File: src/rtl/div_pkg.sv
// div_pkg: shared types for the divider issue sequencer
package div_pkg;
  localparam int DIV_XLEN = 32;
  typedef enum logic [1:0] {OP_DIV, OP_DIVU, OP_REM, OP_REMU} op_e;
  typedef enum logic [1:0] {S_IDLE, S_RUN, S_RESP} state_e;
  typedef struct packed {
    logic valid;
    logic sign;
    logic [DIV_XLEN-1:0] rs1, rs2, q, r;
  } cache_entry_t;
endpackage

File: src/rtl/div_result_cache.sv
// div_result_cache: one-entry store of the last divider result, keyed by operands and signedness
module div_result_cache
  import div_pkg::*;
(
  input  logic                clk_i,
  input  logic                reset_ni,
  input  logic                we,
  input  logic                w_sign,
  input  logic [DIV_XLEN-1:0] w_rs1,
  input  logic [DIV_XLEN-1:0] w_rs2,
  input  logic [DIV_XLEN-1:0] w_q,
  input  logic [DIV_XLEN-1:0] w_r,
  input  logic                l_sign,
  input  logic [DIV_XLEN-1:0] l_rs1,
  input  logic [DIV_XLEN-1:0] l_rs2,
  output logic                hit,
  output logic [DIV_XLEN-1:0] q,
  output logic [DIV_XLEN-1:0] r
);
  cache_entry_t e;
  always_ff @(posedge clk_i or negedge reset_ni)
    if (!reset_ni) e <= '0;
    else if (we) e <= '{valid: 1'b1, sign: w_sign, rs1: w_rs1, rs2: w_rs2, q: w_q, r: w_r};
  assign hit = e.valid && e.sign == l_sign && e.rs1 == l_rs1 && e.rs2 == l_rs2;
  assign q = e.q;
  assign r = e.r;
endmodule

File: src/rtl/div_sequencer.sv
// div_sequencer: issues DIV/REM requests to the iterative divider and returns results to writeback
module div_sequencer
  import div_pkg::*;
#(
  parameter int XLEN = DIV_XLEN,
  parameter int RD_W = 5
) (
  input  logic            clk_i,
  input  logic            reset_ni,
  input  logic            stall_i,
  input  logic            kill_i,
  input  logic            req_valid_i,
  output logic            req_ready_o,
  input  logic [1:0]      op_i,
  input  logic [XLEN-1:0] rs1_i,
  input  logic [XLEN-1:0] rs2_i,
  input  logic [RD_W-1:0] rd_i,
  output logic            rsp_valid_o,
  input  logic            rsp_ready_i,
  output logic [XLEN-1:0] rsp_data_o,
  output logic [RD_W-1:0] rsp_rd_o,
  output logic            busy_o,
  output logic            div_start_o,
  output logic            div_sign_o,
  output logic            div_stall_o,
  output logic [XLEN-1:0] div_dividend_o,
  output logic [XLEN-1:0] div_divisor_o,
  input  logic [XLEN-1:0] div_quotient_i,
  input  logic [XLEN-1:0] div_remainder_i,
  input  logic            div_valid_i
);
  state_e          state;
  logic            armed, sign_q, want_rem_q, hit, capture;
  logic [XLEN-1:0] rs1_q, rs2_q, rsp_data_q, c_q, c_r;
  logic [RD_W-1:0] rd_q;
  assign capture = state == S_RUN && armed && div_valid_i && !stall_i && !kill_i;
  div_result_cache u_cache (
    .clk_i   (clk_i),
    .reset_ni(reset_ni),
    .we      (capture),
    .w_sign  (sign_q),
    .w_rs1   (rs1_q),
    .w_rs2   (rs2_q),
    .w_q     (div_quotient_i),
    .w_r     (div_remainder_i),
    .l_sign  (~op_i[0]),
    .l_rs1   (rs1_i),
    .l_rs2   (rs2_i),
    .hit     (hit),
    .q       (c_q),
    .r       (c_r)
  );
  always_ff @(posedge clk_i or negedge reset_ni)
    if (!reset_ni) begin
      state      <= S_IDLE;
      armed      <= 1'b0;
      sign_q     <= 1'b0;
      want_rem_q <= 1'b0;
      rs1_q      <= '0;
      rs2_q      <= '0;
      rd_q       <= '0;
      rsp_data_q <= '0;
    end else if (kill_i) begin
      state <= S_IDLE;
      armed <= 1'b0;
    end else if (!stall_i) begin
      case (state)
        S_IDLE: if (req_valid_i) begin
          sign_q     <= ~op_i[0];
          want_rem_q <= op_i[1];
          rs1_q      <= rs1_i;
          rs2_q      <= rs2_i;
          rd_q       <= rd_i;
          if (hit) rsp_data_q <= op_i[1] ? c_r : c_q;
          state <= hit ? S_RESP : S_RUN;
        end
        // a valid seen before armed is the divider's stale idle strobe
        S_RUN: begin
          armed <= !capture;
          if (capture) begin
            rsp_data_q <= want_rem_q ? div_remainder_i : div_quotient_i;
            state      <= S_RESP;
          end
        end
        S_RESP: if (rsp_ready_i) state <= S_IDLE;
        default: state <= S_IDLE;
      endcase
    end
  assign req_ready_o    = reset_ni && state == S_IDLE && !stall_i && !kill_i;
  assign rsp_valid_o    = state == S_RESP;
  assign rsp_data_o     = rsp_data_q;
  assign rsp_rd_o       = rd_q;
  assign busy_o         = state != S_IDLE;
  assign div_start_o    = state == S_RUN;
  assign div_sign_o     = sign_q;
  assign div_stall_o    = stall_i && reset_ni;
  assign div_dividend_o = rs1_q;
  assign div_divisor_o  = rs2_q;
endmodule

File: config.mk
export PLATFORM = sky130hd
export DESIGN_NAME = div_sequencer
export DESIGN_NICKNAME = d
export VERILOG_FILES = /design/src/rtl/div_pkg.sv /design/src/rtl/div_result_cache.sv /design/src/rtl/div_sequencer.sv
export SDC_FILE = /design/constraint.sdc
export NUM_CORES = 1
export LEC_CHECK = 0
export BUFFER_PORTS_ARGS = -buffer_cell sky130_fd_sc_hd__buf_2
export CAP_MARGIN = 25
export CORE_MARGIN = 2
export CORE_UTILIZATION = 26
export DETAILED_ROUTE_END_ITERATION = 8
export MAX_ROUTING_LAYER = met4
export SYNTH_ARGS = -nofsm -noshare
export SYNTH_HDL_FRONTEND = slang
export SYNTH_HIERARCHICAL = 1
export SYNTH_SLANG_ARGS = --single-unit
File: constraint.sdc
create_clock -name clk_i -period 3.25 [get_ports clk_i]
set_input_delay 0.4875 -clock clk_i [delete_from_list [all_inputs] [get_ports clk_i]]
set_output_delay 0.4875 -clock clk_i [all_outputs]
set_load 0.01 [all_outputs]
Word-level counts from Yosys, hierarchy flattened. Cells that the tools add are included.

Reductions and logical operators: 22. Muxes and demuxes: 16. Bitwise operators: 3. Equal/unequal tests: 12.

Operators by type and width (count): $mux 32 (5); $eq 32x32->1 (2); $pmux 32 s2 (1); $mux 2 (6); $logic_and 1x1->1 (11); $reduce_and 4->1 (2); $ne 3x2->1 const B (2); $pmux 2 s3 (1); $reduce_and 6->1 (1); $reduce_bool 2->1 (3); $ne 2x1->1 const B (2); $ne 2x2->1 const B (2); $logic_not 1->1 (3); $mux 1 (3); $ne 3x3->1 const B (1); $not 1->1 (3); $eq 2x1->1 const B (1); $eq 2x2->1 const B (1); $logic_not 2->1 (1); $reduce_and 2->1 (1); $eq 1x1->1 (1).

Output and inout bits: 107. Register bits: 236.

Longest topological paths before layout. Gate-level depths: netlist (run 1).

Depth after elaboration: 10. Gate-level depth with buffers: 10.

Hierarchy. Netlist (run 1), hierarchy kept.

Modules (own cells, without submodules): div_result_cache (cells an instance 474, area each 6068.3 µm², times used 1); div_sequencer (cells an instance 395, area each 5317.6 µm², times used 1).

Worst setup path before layout (run 1). OpenSTA, ideal clock, no wires.

Kind: input -> register. Start point: in rs1_i[8]. End point: reg rsp_data_q[22], in the netlist rsp_data_o[22]. Path slack: 0.853 ns. Cell stages on the path: 9. Data arrival time: 2.293 ns. Path buffers: 1. Setup time: 0.104 ns. Data required time: 3.146 ns. Cells stage by stage: nor2b_1 a2111o_1 nor3_2 nand4_1 nor4_2 nand3b_1 a21o_1 clkbuf_1 a221oi_1.

Longest elaborated chain between the ends: 5.

Ends and longest elaborated chain: start: declaration (RTL line div_sequencer.sv:15) `input logic [XLEN-1:0] rs1_i,`; $eq 32x32->1 (RTL line div_result_cache.sv:24) `assign hit = e.valid && e.sign == l_sign && e.rs1 == l_rs1 && e.rs2 == l_rs2;`; $logic_and 1x1->1 (2 in series) (RTL line div_result_cache.sv:24); named net hit (RTL line div_sequencer.sv:33) `logic armed, sign_q, want_rem_q, hit, capture;`; $ne 2x2->1 (no source line); $reduce_and 6->1 (no source line); end signal: assignment (RTL line div_sequencer.sv:74) `if (hit) rsp_data_q <= op_i[1] ? c_r : c_q;`; end signal: assignment (RTL line div_sequencer.sv:81) `rsp_data_q <= want_rem_q ? div_remainder_i : div_quotient_i;`; end: declaration (RTL line div_sequencer.sv:34) `logic [XLEN-1:0] rs1_q, rs2_q, rsp_data_q, c_q, c_r;`.

The timed path passes the listed nets, and every way through them passes these cells. A chain may end at the register's enable or synchronous reset.

Worst setup path in the final report (run 1).
Start point: reg u_cache/e[116] in the netlist's numbering. End point: reg rsp_data_q[9], in the netlist rsp_data_o[9].

Longest elaborated chain between the ends: 5.

Ends and longest elaborated chain: start: declaration (RTL line div_result_cache.sv:20) `cache_entry_t e;`; start signal: assignment (RTL line div_result_cache.sv:23) `else if (we) e <= '{valid: 1'b1, sign: w_sign, rs1: w_rs1, rs2: w_rs2, q: w_q, r: w_r};`; $eq 32x32->1 (RTL line div_result_cache.sv:24); $logic_and 1x1->1 (2 in series) (RTL line div_result_cache.sv:24); named net hit (RTL line div_sequencer.sv:33); $ne 2x2->1 (no source line); $reduce_and 6->1 (no source line).

The timed path passes the listed nets, and every way through them passes these cells.

==> results of run 1 <==
==> synthesized netlist by cell type (3+ instances only) <==
library cell,instances
mux2i_1,32
xnor2_1,26
nand4_1,9
clkbuf_1,31
inv_1,61
a21oi_1,3
xor2_1,12
a221oi_1,36
mux2_1,62
mux2_4,70
buf_12,8
a2111oi_0,32
nor4_1,5
dfrtp_1,236
o22ai_1,9
buf_2,9
inv_2,3
nor2b_1,36
o21ai_0,17
nor2_1,6
nand2_1,17
buf_4,64
mux2_2,51
==> final cells by class <==
cell class	count	area (um2)	area share
Sequential cell	236	5910	0.428
Antenna cell	7	17.5	0.00127
Tap cell	585	732	0.0530
Clock buffer	40	837	0.0606
Inverter	64	240	0.0174
Timing Repair Buffer	269	1500	0.108
Clock inverter	13	135	0.00978
Multi-Input combinational cell	456	4450	0.322
==> flip-flops by register name (all words and copies together), names as in the netlist <==
name,flops
armed,1
div_dividend_o,32
u_cache/r,32
want_rem_q,1
u_cache/e,66
state,2
rsp_data_o,32
div_sign_o,1
div_divisor_o,32
rsp_rd_o,5
u_cache/q,32
==> power by group through the flow <==
stage	Sequential (mW)	Clock [mW]	Combinational, mW
2_1_floorplan	3.64	0	0.731
3_3_place_gp	3.60	0	1.29
3_5_place_dp	3.61	0	1.31
4_1_cts	3.56	3.39	1.32
5_1_grt	3.61	3.52	1.41
6_report	3.56	3.28	1.29
==> through the flow <==
stage / std cells / cell area [um2] / utilization / setup TNS (ns) / power, mW
2_1_floorplan: 869 / 11400 / - / 0 / 4.37
3_3_place_gp: 1609 / 12800 / 0.297 / 0 / 4.89
3_5_place_dp: 1609 / 12800 / 0.297 / -0.127 / 4.92
4_1_cts: 1663 / 13800 / 0.320 / 0 / 8.27
5_1_grt: 1670 / 13800 / 0.320 / 0 / 8.55
6_report: 1670 / 13800 / 0.320 / 0 / 8.12
==> per-layer routing <==
metal / global-route usage / wire length, um
met5: - / 0
met4: 0.0362 / 586
met3: 0.0378 / 2330
met2: 0.197 / 12900
met1: 0.178 / 13400
==> cell families (layout without fill, tap and decap cells) <==
group / after synthesis / after routing
compound gates: 112 / 112
xor+xnor: 38 / 38
buf+inv: 177 / 386
flops: 236 / 236
mux: 215 / 215
other cells: 0 / 7
simple gates: 91 / 91
==> worst max path at each step <==
stage / startpoint / to / slack, ns
2_1_floorplan: rs1_i[8] / rsp_data_o[22] / 0.85
3_3_place_gp: rs1_i[20] / rsp_data_o[7] / 0.07
3_5_place_dp: rs1_i[20] / rsp_data_o[29] / -0.03
4_1_cts: u_cache/e[116] / rsp_data_o[28] / 0.18
5_1_grt: u_cache/e[124] / rsp_data_o[29] / 0.04
6_report: u_cache/e[116] / rsp_data_o[9] / 0.40
==> what timing repair did <==
item	4_1_cts	5_1_grt
endpoints found under the hold margin	60	0
hold buffers	1	0
gates resized for setup	0	0
==> flow_metrics.env, run 1 <==
export IMPL_critPathMaxStageDelay_ns=0.39
export IMPL_clockBufferDepth=3
export IMPL_timing_final_setup_violations=0
export IMPL_clock_slew_at_reported_path_ffs_ns=0.06
export IMPL_cell_count_after_synthesis=869
export IMPL_filler_cell_count=4432
export IMPL_fp_dieArea_um2=45500
export IMPL_drive_above_1_share=0.425
export IMPL_initial_core_util=0.264
export IMPL_detail_route_iter0_violations=374
export IMPL_worst_path_buf_inv=2
export IMPL_hpwlAfterDp_mm=20.5
export IMPL_clk_insertion_delay_late_ns=0.55
export IMPL_relSlewSlack=0.228
export IMPL_reg2regPathDepth=10
export IMPL_syn_area_um2=11400
export IMPL_global_route_usage_total=0.133
export IMPL_timing_hold_violations_final=0
export IMPL_crit_path_top_delay_cell="dfrtp_1"
export IMPL_largest_net_degree_at_the_start_of_global_routing=177
export IMPL_floorplan_core_area_um2=43200
export IMPL_crit_path_start_kind="flip-flop"
export IMPL_synthTopCellsByArea="dfrtp_1 (52%), mux2_4 (9.2%), mux2_1 (6.1%)"
export IMPL_grt_setup_unrepaired="no"
export IMPL_synthSimpleGateAreaFrac=0.0487
export IMPL_r2r_end="rsp_data_o[9]"
export IMPL_p_leak_nw=6.83
export IMPL_vdd_ir_drop_max_v=0.000352
export IMPL_status="finished, final reports clean"
export IMPL_nets=1198
export IMPL_floorplan_die_width_um=213
export IMPL_synth_fp_nets=1011
export IMPL_synth_adder_area_share=0
export IMPL_via_count=7378
export IMPL_hold_path_startpoint="kill_i"
export IMPL_crit_fanout=11
export IMPL_critical_path_required_ns=3.70
export IMPL_grt_first_pass_wirelength_mm=45.7
export IMPL_die_height_um=213
export IMPL_fmaxAchievable_mhz=351
export IMPL_post_place_ws_ns=-0.0291
export IMPL_fin_hold_ws_ns=0.156
export IMPL_gpl_final_weighted_congestion=0.809
export IMPL_route_detailed_drc=0
export IMPL_ant_nets=0
export IMPL_yosys_warnings=6
export IMPL_post_synth_xor_area_fraction=0.0292
export IMPL_synth_compound_gate_area_share=0.0787
export IMPL_root_buffer="clkbuf_16"
export IMPL_final_period_utilization=0.876
export IMPL_skew_ns=0.0125
export IMPL_grt_antenna_before_repair=8
export IMPL_critical_path_depth=10
export IMPL_avgSynthCellArea_um2=13.1
export IMPL_critical_path_reg2reg_startpoint="u_cache/e[116]"
export IMPL_cts_made_buffers=29
export IMPL_crit_path_cell_trace="xnor2_1, nand4_1, nor4_1, nand4_1, nor4_2, buf_4, nand3b_1, a21o_1, buf_4, a221oi_1"
export IMPL_share_seq_of_total_power=0.438
export IMPL_final_cell_mix="buf_2 (247), dfrtp_1 (235), mux2_4 (70)"
export IMPL_cts_num_sinks=236
export IMPL_power_switching_fraction=0.270
export IMPL_clkPwrFrac=0.403
export IMPL_timing_max_transition_violations_final=0
export IMPL_post_synth_mux_area_share=0.232
export IMPL_maxCapViolCount=0
export IMPL_main_combinational_cell_family_by_area_after_synthesis="multiplexers"
export IMPL_io_pin_count=249
export IMPL_first_global_vias=7917
export IMPL_fin_crit_ns=2.85
export IMPL_wire_per_inst_um=17.5
export IMPL_arrival_worst_endpoint_ns=3.29
export IMPL_r2r_slack_ns=0.40
export IMPL_tritoncts_clock_tree="built"
export IMPL_synth_distinct_cells=48
export IMPL_cp_top_family="simple AND/OR/NAND/NOR gates"
export IMPL_critical_path_sink_type="flip-flop"
export IMPL_power_report_internal_total_mw=5.93
export IMPL_most_common_library_cell_in_the_layout_ignoring_fill_and_taps="buf_2"
export IMPL_postRouteWirelength_mm=29.3
export IMPL_hold_path_endpoint="armed"
export IMPL_count_of_cells_along_the_worst_hold_path=2
export IMPL_htreeDepth=1
export IMPL_gr_total_overflow=0
export IMPL_power_net_switching_mw=2.20
export IMPL_ys_seq_area_frac=0.519
export IMPL_tightest_slew_ns=1.16
export IMPL_post_cts_buffers=0
export IMPL_async_flop_share=1.00
export IMPL_critPathKind="flip-flop to flip-flop"
export IMPL_synthToLayoutAreaGrowth_pct=21.3
export IMPL_yosys_area_top_type="dfrtp_1"
export IMPL_yosys_register_bits=236
export IMPL_combinationalPowerShare=0.159
export IMPL_number_of_detailed_route_iterations_in_the_first_pass=4
export IMPL_rows=76
export IMPL_post_synth_top_area_fraction=0.519
export IMPL_io_buffer_count=248
export IMPL_synth_main_ff_cell="dfrtp_1"
export IMPL_timing_final_ws_setup_ns=0.404
export IMPL_synth_enable_flop_cells=0
export IMPL_power_per_cell_area_nw_per_um2=588
export IMPL_avg_vias_per_cell=4.42
export IMPL_worst_hold_path_type="input pin to flip-flop"
Note: power is estimated with default switching activity, not from simulation.
==> run 2, diff against run 1 <==
--- a/config.mk
+++ b/config.mk
@@ -5,12 +5,14 @@
 export SDC_FILE = /design/constraint.sdc
 export NUM_CORES = 1
 export LEC_CHECK = 0
+export ABC_AREA = 1
 export BUFFER_PORTS_ARGS = -buffer_cell sky130_fd_sc_hd__buf_2
 export CAP_MARGIN = 25
 export CORE_MARGIN = 2
 export CORE_UTILIZATION = 26
 export DETAILED_ROUTE_END_ITERATION = 8
 export MAX_ROUTING_LAYER = met4
+export PLACE_DENSITY = 0.55
 export SYNTH_ARGS = -nofsm -noshare
 export SYNTH_HDL_FRONTEND = slang
 export SYNTH_HIERARCHICAL = 1
==> run 2 against run 1 <==
Die area up 3.6%; routed wire length rose by 17%; highest routed layer unchanged; largest cell class unchanged; worst hold slack worse by 0.0083 ns; sequential share of layout area decreased by 1.1 points.
==> flow_metrics.env, run 2 <==
export IMPL_avgSynthCellArea_um2=7.54
export IMPL_floorplan_die_width_um=217
export IMPL_maxCapViolCount=0
export IMPL_ys_seq_area_frac=0.501
export IMPL_reg2regPathDepth=14
export IMPL_syn_area_um2=11800
export IMPL_cts_hold_buf=1
export IMPL_wire_per_inst_um=14.5
export IMPL_crit_fanout=54
export IMPL_status="finished, final reports clean"
export IMPL_grt_first_pass_wirelength_mm=54.4
export IMPL_combinationalPowerShare=0.310
export IMPL_largest_net_degree_at_the_start_of_global_routing=174
export IMPL_postRouteWirelength_mm=34.2
export IMPL_post_synth_top_area_fraction=0.501
export IMPL_design_area_um2=14200
export IMPL_count_of_cells_along_the_worst_hold_path=3
export IMPL_p_leak_nw=7.93
export IMPL_tns_ns=0
export IMPL_cts_resized=0
export IMPL_root_buffer="clkbuf_16"
export IMPL_cell_count_after_synthesis=1564
export IMPL_avg_vias_per_cell=4.27
export IMPL_synth_main_ff_cell="dfrtp_1"
export IMPL_post_cts_buffers=0
export IMPL_tightest_slew_ns=1.02
export IMPL_seq_area_um2=5910
export IMPL_cts_num_sinks=236
export IMPL_critical_path_sink_type="output port"
export IMPL_timing_max_transition_violations_final=0
export IMPL_placement_cell_area_um2=13200
export IMPL_clock_slew_at_reported_path_ffs_ns=0.06
export IMPL_number_of_detailed_route_iterations_in_the_first_pass=5
export IMPL_filler_cell_count=4892
export IMPL_synthTopCellsByArea="dfrtp_1 (50%), nand2_1 (21%), inv_1 (6.8%)"
export IMPL_timing_hold_violations_final=0
export IMPL_via_count=10000
export IMPL_vdd_ir_drop_max_v=0.000393
export IMPL_ant_nets=0
export IMPL_cts_made_buffers=29
export IMPL_arrival_worst_endpoint_ns=1.97
export IMPL_fmaxAchievable_mhz=407
export IMPL_first_global_vias=9758
export IMPL_io_pin_count=249
export IMPL_htreeDepth=1
export IMPL_route_detailed_drc=0
export IMPL_synth_enable_flop_cells=0
export IMPL_hpwlAfterDp_mm=23.3
export IMPL_clkPwrFrac=0.277
export IMPL_tritoncts_clock_tree="built"
export IMPL_detail_route_iter0_violations=729
export IMPL_critPathKind="input pin to output port"
export IMPL_fp_dieArea_um2=47100
export IMPL_global_route_usage_total=0.149
export IMPL_critical_path_required_ns=2.76
export IMPL_yosys_register_bits=236
export IMPL_relSlewSlack=0.319
export IMPL_final_period_utilization=0.756
export IMPL_crit_path_start_kind="input pin"
export IMPL_yosys_area_top_type="dfrtp_1"
export IMPL_rows=78
export IMPL_grt_setup_unrepaired="no"
export IMPL_yosys_warnings=6
export IMPL_clockBufferDepth=3
export IMPL_nets=1866
export IMPL_final_cell_mix="nand2_1 (668), buf_2 (247), dfrtp_1 (235)"
export IMPL_power_report_internal_total_mw=7.59
export IMPL_power_net_switching_mw=4.41
export IMPL_max_flop_register="u_cache/e"
export IMPL_clk_insertion_delay_late_ns=0.55
export IMPL_synth_most_common_cell="nand2_1"
export IMPL_async_flop_share=1.00
export IMPL_grt_antenna_before_repair=8
export IMPL_initial_core_util=0.262
export IMPL_synth_fp_nets=1706
export IMPL_fin_crit_ns=2.46
export IMPL_timing_final_setup_violations=0
export IMPL_drive_above_1_share=0.186
export IMPL_skew_ns=0.0146
export IMPL_most_common_library_cell_in_the_layout_ignoring_fill_and_taps="nand2_1"
export IMPL_synth_distinct_cells=25
export IMPL_synthToLayoutAreaGrowth_pct=20.1
export IMPL_power_switching_fraction=0.367
export IMPL_share_seq_of_total_power=0.412
export IMPL_gr_total_overflow=0
export IMPL_floorplan_core_area_um2=45100
export IMPL_power_per_cell_area_nw_per_um2=847
export IMPL_largest_register_ff_count=66
export IMPL_worst_hold_path_type="input pin to flip-flop"
export IMPL_synth_top_cells_by_count="nand2_1 (668), dfrtp_1 (236), inv_1 (214)"
export IMPL_io_buffer_count=248
export IMPL_multi_input_area_um2=4240
export IMPL_die_height_um=217
export IMPL_gpl_final_weighted_congestion=0.819
## run 2: cell types whose count changed after synthesis, sizes merged, moves of 41 or more
cell,previous run,this run
nand2,17,669
mux2,183,0
inv,64,218
o21ai,17,129
o211ai,0,65
nor2,6,47
## run 2: layer usage
metal	vias to the layer above	GRT usage	part of all wire
li1	5055	-	-
met1	4659	0.194	0.46
met2	291	0.233	0.45
met3	41	0.0390	0.078
met4	0	0.0352	0.019
met5	-	-	0
## run 2: final cells by class
cell class,instances,area share
Tap cell,600,0.0530
Multi-Input combinational cell,974,0.299
Sequential cell,236,0.417
Clock inverter,6,0.00583
Antenna cell,8,0.00141
Inverter,218,0.0580
Clock buffer,46,0.0635
Timing Repair Buffer,265,0.102
## run 2: kinds of logic (layout without fill, tap and decap cells)
| logic type | count (synthesis) | count (layout) | share of synthesized area |
|---|---|---|---|
| other cells | 0 | 8 | 0 |
| flops | 236 | 236 | 0.501 |
| compound gates | 202 | 202 | 0.101 |
| buf+inv | 354 | 535 | 0.141 |
| xor+xnor | 14 | 14 | 0.0104 |
| simple gates | 758 | 758 | 0.248 |
## run 2: power groups by stage
stage                     clock network (mW)  registers, mW  logic [mW]
after global placement                     0           4.96        3.72
after detailed placement                   0           4.99        3.79
final                                   3.33           4.95        3.72
after floorplan                            0           5.10        2.37
after CTS                               3.45           4.95        3.81
after global routing                    3.57           5.11        4.30
## run 2: worst paths after layout
path,from,slack [ns],endpoint
worst max-delay path,reset_ni,0.79,req_ready_o
worst min-delay path,div_quotient_i[27],0.15,u_cache/q[27]
worst max register to register,u_cache/e[89],0.84,rsp_data_o[19]
worst min register to register,rsp_data_o[11],0.47,rsp_data_o[11]
max in group asynchronous,reset_ni,1.77,u_cache/r[24]
min in group asynchronous,reset_ni,0.45,u_cache/q[5]
## run 2: critical path, stage by stage
cell,delay (ns)
dlygate4sd3_1,0.57
buf_8,0.37
nand2_1,0.10
nor2_1,0.22
buf_2,0.19
## run 2: per-stage QoR
stage	power, mW	setup slack (ns)	cells	hold WS, ns	util
2_1_floorplan	7.47	1.39	1564	0.192	-
3_3_place_gp	8.68	0.570	2292	0.454	0.292
3_5_place_dp	8.78	0.543	2292	0.453	0.292
4_1_cts	12.2	0.749	2345	0.112	0.314
5_1_grt	13.0	0.630	2353	0.134	0.314
6_report	12.0	0.794	2353	0.148	0.314
==> run 3, diff against run 2 <==
--- a/config.mk
+++ b/config.mk
@@ -5,7 +5,7 @@
 export SDC_FILE = /design/constraint.sdc
 export NUM_CORES = 1
 export LEC_CHECK = 0
-export ABC_AREA = 1
+export ABC_AREA = 0
 export BUFFER_PORTS_ARGS = -buffer_cell sky130_fd_sc_hd__buf_2
 export CAP_MARGIN = 25
 export CORE_MARGIN = 2
==> constraint.sdc (replaced) <==
create_clock -name clk_i -period 2.6 [get_ports clk_i]
set_input_delay 0.39 -clock clk_i [delete_from_list [all_inputs] [get_ports clk_i]]
set_output_delay 0.39 -clock clk_i [all_outputs]
set_load 0.01 [all_outputs]
==> run 3 against run 2 <==
Non-clock buffer count grew 25; global-route usage shrank 1.6 points; cell count shrank 28%; critical path type is now flip-flop to flip-flop; worst setup slack lost 0.98 ns; highest routed layer unchanged; total power shrank 13%; the run now ends with setup timing left; worst hold slack lost 0.071 ns.
==> flow_metrics.env, run 3 (same netlist as run 1, synthesis figures left out) <==
export IMPL_timing_final_ws_setup_ns=-0.188
export IMPL_total_power_mw=10.5
export IMPL_drive_above_1_share=0.469
export IMPL_hpwlAfterDp_mm=20.4
export IMPL_clk_insertion_delay_late_ns=0.55
export IMPL_clock_slew_at_reported_path_ffs_ns=0.06
export IMPL_critPathKind="flip-flop to flip-flop"
export IMPL_clockBufferDepth=3
export IMPL_fin_crit_ns=2.79
export IMPL_vdd_ir_drop_max_v=0.000527
export IMPL_most_common_library_cell_in_the_layout_ignoring_fill_and_taps="buf_2"
export IMPL_failed_checks="setup timing"
export IMPL_timing_hold_violations_final=0
export IMPL_synthToLayoutAreaGrowth_pct=26.2
export IMPL_route_detailed_drc=0
export IMPL_critical_path_required_ns=3.03
export IMPL_initial_core_util=0.264
export IMPL_timing_final_setup_violations=32
export IMPL_cts_num_sinks=236
export IMPL_avg_vias_per_cell=4.44
export IMPL_power_net_switching_mw=2.71
export IMPL_post_cts_buffers=0
export IMPL_share_seq_of_total_power=0.424
export IMPL_clkPwrFrac=0.414
export IMPL_ant_nets=0
export IMPL_floorplan_core_area_um2=43200
export IMPL_timing_max_transition_violations_final=0
export IMPL_nets=1219
export IMPL_detail_route_iter0_violations=376
export IMPL_io_pin_count=249
export IMPL_design_area_um2=14400
export IMPL_power_switching_fraction=0.259
export IMPL_largest_net_degree_at_the_start_of_global_routing=127
export IMPL_first_global_vias=8094
export IMPL_critical_path_sink_type="flip-flop"
export IMPL_floorplan_die_width_um=213
export IMPL_worst_hold_path_type="input pin to flip-flop"
export IMPL_rows=76
export IMPL_fmaxAchievable_mhz=359
export IMPL_grt_setup_unrepaired="yes"
export IMPL_die_height_um=213
export IMPL_wire_per_inst_um=17.6
export IMPL_gr_total_overflow=0
export IMPL_via_count=7501
export IMPL_global_route_usage_total=0.133
export IMPL_final_period_utilization=1.07
export IMPL_skew_ns=0.0182
export IMPL_power_report_internal_total_mw=7.77
export IMPL_tritoncts_clock_tree="built"
export IMPL_htreeDepth=1
export IMPL_gpl_final_weighted_congestion=0.765
export IMPL_cts_made_buffers=29
export IMPL_postRouteWirelength_mm=29.8
export IMPL_status="finished with violations"
export IMPL_grt_first_pass_wirelength_mm=45.8
export IMPL_power_per_cell_area_nw_per_um2=730
export IMPL_root_buffer="clkbuf_16"
export IMPL_maxCapViolCount=0
export IMPL_final_cell_mix="buf_2 (247), dfrtp_1 (235), mux2_4 (70)"
export IMPL_fin_hold_ws_ns=0.0764
export IMPL_crit_fanout=15
export IMPL_tightest_slew_ns=0.900
export IMPL_crit_path_start_kind="flip-flop"
export IMPL_combinationalPowerShare=0.162
export IMPL_fp_dieArea_um2=45500
export IMPL_relSlewSlack=0.384
export IMPL_number_of_detailed_route_iterations_in_the_first_pass=4
export IMPL_p_leak_nw=7.09
export IMPL_io_buffer_count=248
export IMPL_largest_register_ff_count=66
export IMPL_grt_antenna_before_repair=8
export IMPL_max_flop_register="u_cache/e"
export IMPL_arrival_worst_endpoint_ns=3.22
export IMPL_placement_cell_area_um2=13000
[run 3: changes by cell type in the layout (fill, tap and decap cells not counted), sizes merged, moves of 24 or more]
cell and change:
nor2 -41, nor2b +37, mux2i +32, nand2 -652, inv -153, o21ai -112
o211ai -65, buf +24, a2111oi +32, mux2 +183, a221oi +38, nand3 -37
[run 3: layout make-up]
cell class | count | area, um2
diodes | 8 | 20.0
clock buffers | 41 | 851
clock inverters | 11 | 186
fillers | 4343 | 28800
inverters | 64 | 240
multi-input cells | 456 | 4710
flip-flops and latches | 236 | 5910
well taps | 585 | 732
repair buffers | 290 | 1730
[run 3: power by group through the flow]
stage	combinational (mW)	clock, mW	sequential, mW
floorplan	0.914	0	4.55
global placement	1.66	0	4.49
detailed placement	1.68	0	4.51
CTS	1.71	4.49	4.45
global route	1.85	4.63	4.52
finish	1.70	4.34	4.45
[run 3: final timing paths]
check                               start                end  slack [ns]  depth (start not counted)
min                               rd_i[1]        rsp_rd_o[1]        0.08                          2
max                        u_cache/e[116]     rsp_data_o[17]       -0.19                         11
max in group asynchronous        reset_ni  div_divisor_o[27]        1.34                          3
max reg2reg                u_cache/e[116]     rsp_data_o[17]       -0.19                         11
min reg2reg                u_cache/e[129]     u_cache/e[129]        0.47                          1
min in group asynchronous        reset_ni      u_cache/q[12]        0.28                          2
[run 3: timing repair]
action / 4_1_cts / 5_1_grt
endpoints found under the setup margin: 34 / 34
cloned: 0 / 1
gates resized for setup: 24 / 18
endpoints found under the hold margin: 16 / 0
pin swaps: 5 / 7
hold buffers: 1 / 0
[run 3: worst max-delay path, cell delays in order, from the launching register on]
cell and delay, ns:
dfrtp_1 0.40, xnor2_2 0.17, nand4_1 0.18, nor4_2 0.32, buf_4 0.15, nand4_1 0.14, nor4_2 0.27, buf_4 0.17
nand3b_1 0.12, a21o_4 0.28, buf_12 0.18, a221oi_2 0.28
[run 3: through the flow]
step	setup slack, ns	utilization	setup TNS (ns)	cells
global route	-0.423	0.333	-12.54	1690
finish	-0.188	0.333	-4.78	1691
detailed placement	-0.477	0.301	-13.95	1629
CTS	-0.245	0.329	-7.09	1682
floorplan	0.235	-	0	869
global placement	-0.387	0.301	-12.32	1629
[run 3: per-layer routing]
layer,GRT usage,part of all wire,up-vias
met5,-,0,-
met4,0.0280,0.015,0
met3,0.0397,0.071,35
met2,0.214,0.46,197
met1,0.166,0.46,3800
li1,-,-,3469
